[src/rtl/mem_arbiter.sv]
// Two-client round-robin arbiter in front of the memory cache.
// Only one transaction is outstanding; the response returns to the client that issued it.
module mem_arbiter #(
   parameter logic START_GRANT = 1'b0
) (
   input  logic        CLK,
   input  logic        RST,
   input  logic        C0_ADDR_VALID,
   input  logic [31:0] C0_ADDR,
   input  logic        C0_DATA_VALID,
   input  logic [31:0] C0_DATA,
   output logic        C0_READY,
   output logic        C0_RESULT_VALID,
   output logic [31:0] C0_RESULT_DATA,
   input  logic        C0_RESULT_READY,
   input  logic        C1_ADDR_VALID,
   input  logic [31:0] C1_ADDR,
   input  logic        C1_DATA_VALID,
   input  logic [31:0] C1_DATA,
   output logic        C1_READY,
   output logic        C1_RESULT_VALID,
   output logic [31:0] C1_RESULT_DATA,
   input  logic        C1_RESULT_READY,
   output logic        REQ_ADDR_VALID,
   output logic [31:0] REQ_ADDR,
   output logic        REQ_DATA_VALID,
   output logic [31:0] REQ_DATA,
   input  logic        REQ_READY,
   input  logic        RESP_VALID,
   input  logic [31:0] RESP_DATA,
   output logic        RESP_READY
);

   typedef enum logic [1:0] {S_IDLE, S_REQ, S_WAIT, S_RESP} state_t;

   state_t      state, next_state;
   logic        owner, last_grant, is_write;
   logic        grant0, grant1, result_hs, next_write;
   logic [31:0] result_data;

   always_ff @(posedge CLK) begin
      if (RST) state <= S_IDLE;
      else     state <= next_state;
   end

   always_comb begin
      next_state = state;
      case (state)
         S_IDLE:  if (grant0 || grant1)             next_state = S_REQ;
         S_REQ:   if (REQ_ADDR_VALID && REQ_READY) next_state = S_WAIT;
         S_WAIT:  if (RESP_VALID)                  next_state = S_RESP;
         S_RESP:  if (result_hs)                   next_state = S_IDLE;
         default:                                  next_state = S_IDLE;
      endcase
   end

   // On a tie the client that did not win last time is favoured.
   always_comb begin
      grant0     = 1'b0;
      grant1     = 1'b0;
      if (state == S_IDLE) begin
         grant0 = C0_ADDR_VALID && (!C1_ADDR_VALID || last_grant);
         grant1 = C1_ADDR_VALID && (!C0_ADDR_VALID || !last_grant);
      end
      result_hs  = (state == S_RESP) && (owner ? C1_RESULT_READY : C0_RESULT_READY);
      next_write = grant0 ? C0_DATA_VALID : (grant1 ? C1_DATA_VALID : is_write);
   end

   assign C0_READY       = grant0;
   assign C1_READY       = grant1;
   assign C0_RESULT_DATA = result_data;
   assign C1_RESULT_DATA = result_data;

   // Registered outputs are decoded from the state being entered on this edge.
   always_ff @(posedge CLK) begin
      if (RST) begin
         REQ_ADDR_VALID  <= 1'b0;
         REQ_DATA_VALID  <= 1'b0;
         RESP_READY      <= 1'b0;
         C0_RESULT_VALID <= 1'b0;
         C1_RESULT_VALID <= 1'b0;
         REQ_ADDR        <= '0;
         REQ_DATA        <= '0;
         result_data     <= '0;
         is_write        <= 1'b0;
         owner           <= 1'b0;
         last_grant      <= ~START_GRANT;
      end else begin
         REQ_ADDR_VALID  <= (next_state == S_REQ);
         REQ_DATA_VALID  <= (next_state == S_REQ) && next_write;
         RESP_READY      <= (next_state == S_WAIT);
         C0_RESULT_VALID <= (next_state == S_RESP) && !owner;
         C1_RESULT_VALID <= (next_state == S_RESP) && owner;
         is_write        <= next_write;
         if (grant0) begin
            REQ_ADDR <= C0_ADDR;
            REQ_DATA <= C0_DATA;
            owner    <= 1'b0;
         end else if (grant1) begin
            REQ_ADDR <= C1_ADDR;
            REQ_DATA <= C1_DATA;
            owner    <= 1'b1;
         end
         if (state == S_WAIT && RESP_VALID) result_data <= RESP_DATA;
         if (result_hs) last_grant <= owner;
      end
   end

endmodule

[config.mk]
export PLATFORM = sky130hd
export DESIGN_NAME = mem_arbiter
export DESIGN_NICKNAME = d
export VERILOG_FILES = /design/src/rtl/mem_arbiter.sv
export SDC_FILE = /design/constraint.sdc
export NUM_CORES = 1
export LEC_CHECK = 0
export ABC_AREA = 1
export CORE_MARGIN = 2
export CORE_UTILIZATION = 35
export CTS_CLUSTER_DIAMETER = 40
export CTS_CLUSTER_SIZE = 30
export DETAILED_ROUTE_END_ITERATION = 7
export PLACE_DENSITY = 0.83
export SETUP_SLACK_MARGIN = 0.15
export SYNTH_ARGS = -nofsm -noshare
export SYNTH_HDL_FRONTEND = slang
export SYNTH_SLANG_ARGS = --single-unit
[constraint.sdc]
create_clock -name CLK -period 1.3 [get_ports CLK]
set_input_delay 0.26 -clock CLK [delete_from_list [all_inputs] [get_ports CLK]]
set_output_delay 0.26 -clock CLK [all_outputs]
set_load 0.005 [all_outputs]
==> results by group <==
Drt
  • DRT Wirelength: 18.92 mm
  • DRT iter0 DRCs: 329
  • 1st-pass router iterations: 4
  • Residual DRC count: 0
  • Via density: 4.908
  • Antenna-violating nets left: 0
  • Drt wl/cell: 14.94 um
  • Via Count: 6213

Synth
  • Mapped Area: 5249 um2
  • Top-count cell post-synth: nand2_1
  • Post-synth top cells: nand2_1 (146), inv_1 (137), dfxtp_1 (106), nand3_1 (71), nor2_1 (69)
  • Number of synthesized flops with an enable pin: 0
  • YS warnings: 0
  • Top-area cell type share of the netlist area: 0.4043
  • Number of synthesized register bits: 106
  • Synth area leaders: dfxtp_1 (40%), nand2_1 (10%), inv_1 (9.8%)
  • Mean area per synthesized cell: 6.644 um2
  • Register area share after synthesis: 0.4043
  • Post-synthesis net count: 960
  • Cells after Synth: 790
  • Ys async rst share: 0
  • Area leader, netlist: dfxtp_1
  • Top_reg_cell synth: dfxtp_1
  • Yosys cell types: 19

Clocking
  • CTS buffer count: 9
  • CTS sink cnt: 106
  • CTS Buffer Depth: 2
  • Worst-Skew Late Latency: 0.35 ns
  • CTS root buffer: clkbuf_16
  • CTS tree: built
  • Reg clk slew, reported paths: 0.08 ns
  • H-Tree Depth: 3

Setup path
  • Critical path fanouts, max: 4
  • Crit path arrival time: 1.21 ns
  • R2R cell count: 8
  • Critical path required time: 1.04 ns
  • WS Path Type: flop to primary output
  • Crit Reg-Reg Endpoint: REQ_DATA[29]
  • Startpoint Class: flop
  • RR Startpoint: state[0]
  • CP Capture Type: primary output
  • R2r setup slk: -0.14 ns

Placed design
  • DPL Wire Length: 12.87 mm
  • Gpl congestion: 0.8060
  • PortBufs: 304

Power and ir drop
  • Clk network pwr share: 0.307
  • Sequential power share: 0.425
  • Switch share: 0.2928
  • Psw: 0.002527 W
  • Peak supply drop: 0.8437 mV
  • Comb pwr share: 0.267
  • PwrDens: 992.5 nW/um2
  • Leak Pwr: 4.397 nW
  • Cell internal pwr: 0.006104 W

Finish
  • Register area: 2250 um2
  • Final Core Density: 0.5961
  • Final nets: 1246
  • Layout cells sized above 1: 0.3256
  • # fillers: 1333
  • Area growth syn-to-layout: 65.67%
  • Area of the multi-input gates: 2225 um2

Global route
  • GRT Resource Usage Total: 0.2277
  • Vias in the first global route: 6014
  • GRT overflow: 0
  • Antenna violations before repair: 1
  • Largest net degree at the start of global routing: 57
  • First-pass GRT wire length: 29.76 mm

Flow run
  • Max-cap violations: 0

STA
  • Worst Clk Skew: 0.005426 ns
  • Worst slew pin tran: 0.3903 ns
  • Final Hold Vio Count: 0
  • Final period util: 1.127
  • Final setup margin: -0.1657 ns
  • Slew Limit Fails: 0
  • Setup TNS: -5.966 ns
  • Count of final setup violators: 70
  • Slew HR: 0.7398
  • RSZ-0062 raised after global routing: true
  • Fmax: 682.3 MHz
  • Worst hold slack: 0.3597 ns
  • Fin crit period: 1.466 ns

Run status
  • Outcome: finished with violations
  • Failing checks: negative setup slack

Floorplan
  • Initial Utilization: 0.3598
  • DIE HEIGHT: 126.5 um
  • FP Rows: 44
  • # IOs: 305
  • Die W: 126.5 um
  • Core ar.: 14590 um2
  • Die area: 15990 um2

Worst hold path
  • Worst hold stages: 3
  • Worst hold path type: input pin to flop
  • HP Start: RST
  • Hold Path End: REQ_DATA[25]
[cell usage in the layout (no fill, tap or decap)]
cell / instances
a211oi_1: 1
a21oi_1: 60
a21oi_2: 4
and2_1: 1
buf_12: 12
buf_2: 104
buf_4: 25
buf_6: 43
buf_8: 1
clkbuf_1: 1
clkbuf_16: 9
clkbuf_2: 13
clkdlybuf4s50_1: 166
clkinv_4: 2
dfxtp_1: 6
dfxtp_2: 99
dfxtp_4: 1
diode_2: 1
dlygate4sd2_1: 1
inv_1: 135
inv_2: 4
inv_6: 3
inv_8: 1
nand2_1: 143
nand2_2: 3
nand3_1: 69
nand3_4: 2
nand4_1: 66
nor2_1: 45
nor2_2: 22
nor2_4: 3
nor3_1: 2
o211ai_1: 1
o21ai_0: 32
or2_4: 1
[stage by stage]
step | worst slack [ns] | instances | instance area [um2] | power (W)
final | -0.1657 | 1266 | 8696 | 0.008631
after global routing | -0.2250 | 1266 | 8696 | 0.009087
after CTS | -0.1672 | 1265 | 8812 | 0.008745
after detailed placement | -0.5766 | 1223 | 8448 | 0.006129
after global placement | -0.5709 | 1223 | 8448 | 0.006095
after floorplan | 0.1085 | 790 | 5323 | 0.004731
[logic make-up (layout without fill, tap and decap cells)]
kind of cell / after synthesis / in the layout / share of synthesized area
flops: 106 / 106 / 0.4043
buf+inv: 229 / 520 / 0.1948
simple gates: 357 / 357 / 0.3066
other cells: 0 / 1 / 0
compound gates: 98 / 98 / 0.09440
[sequential cells by signal, indices dropped and copies added, names as in the netlist]
signal	count
REQ_DATA	32
REQ_ADDR	32
REQ_ADDR_VALID	1
is_write	1
REQ_DATA_VALID	1
C0_RESULT_DATA	32
state	2
C1_RESULT_VALID	1
owner	1
last_grant	1
RESP_READY	1
C0_RESULT_VALID	1
[worst max-delay path: stages, from the launching register on]
cell     delay (ns)
dfxtp_2        0.34
nor2_4         0.13
buf_6          0.12
nand3_4        0.09
inv_2          0.08
buf_6          0.09
[final cells by class]
| type | instances | share of cell area |
|---|---|---|
| flip-flops and latches | 106 | 0.2587 |
| diodes | 1 | 0.0002878 |
| multi-input cells | 455 | 0.2558 |
| well taps | 184 | 0.02647 |
| clock inverters | 6 | 0.006331 |
| repair buffers | 365 | 0.3660 |
| inverters | 139 | 0.06000 |
| clock buffers | 10 | 0.02633 |
[power groups by stage]
| stage | clock [W] | combinational [W] | sequential (W) |
|---|---|---|---|
| 2_1_floorplan | 0 | 0.00101 | 0.00372 |
| 3_3_place_gp | 0 | 0.00240 | 0.00370 |
| 3_5_place_dp | 0 | 0.00242 | 0.00371 |
| 4_1_cts | 0.00272 | 0.00235 | 0.00367 |
| 5_1_grt | 0.00287 | 0.00252 | 0.00370 |
| 6_report | 0.00265 | 0.00231 | 0.00367 |
[worst max-delay path by stage]
stage / startpoint / endpoint / slack [ns]
floorplan: state[1] / REQ_DATA[19] / 0.11
global placement: C1_ADDR_VALID / C0_READY / -0.57
detailed placement: C1_ADDR_VALID / C0_READY / -0.58
CTS: state[0] / C0_READY / -0.17
global route: state[0] / C0_READY / -0.22
finish: state[0] / C0_READY / -0.17
[layer usage]
metal | vias to the layer above | track usage | share of wire
li1 | 3032 | - | -
met1 | 2856 | 0.2615 | 0.39
met2 | 286 | 0.3973 | 0.50
met3 | 39 | 0.05609 | 0.078
met4 | 0 | 0.1060 | 0.034
met5 | - | 0 | 0
[timing repair]
item,CTS,global route
pin swaps,2,0
hold buffers,0,0
setup endpoints to repair,235,149
gates resized for setup,673,33
endpoints found under the hold margin,0,0
setup buffers,26,0
Power figures use the tool's default switching activity.
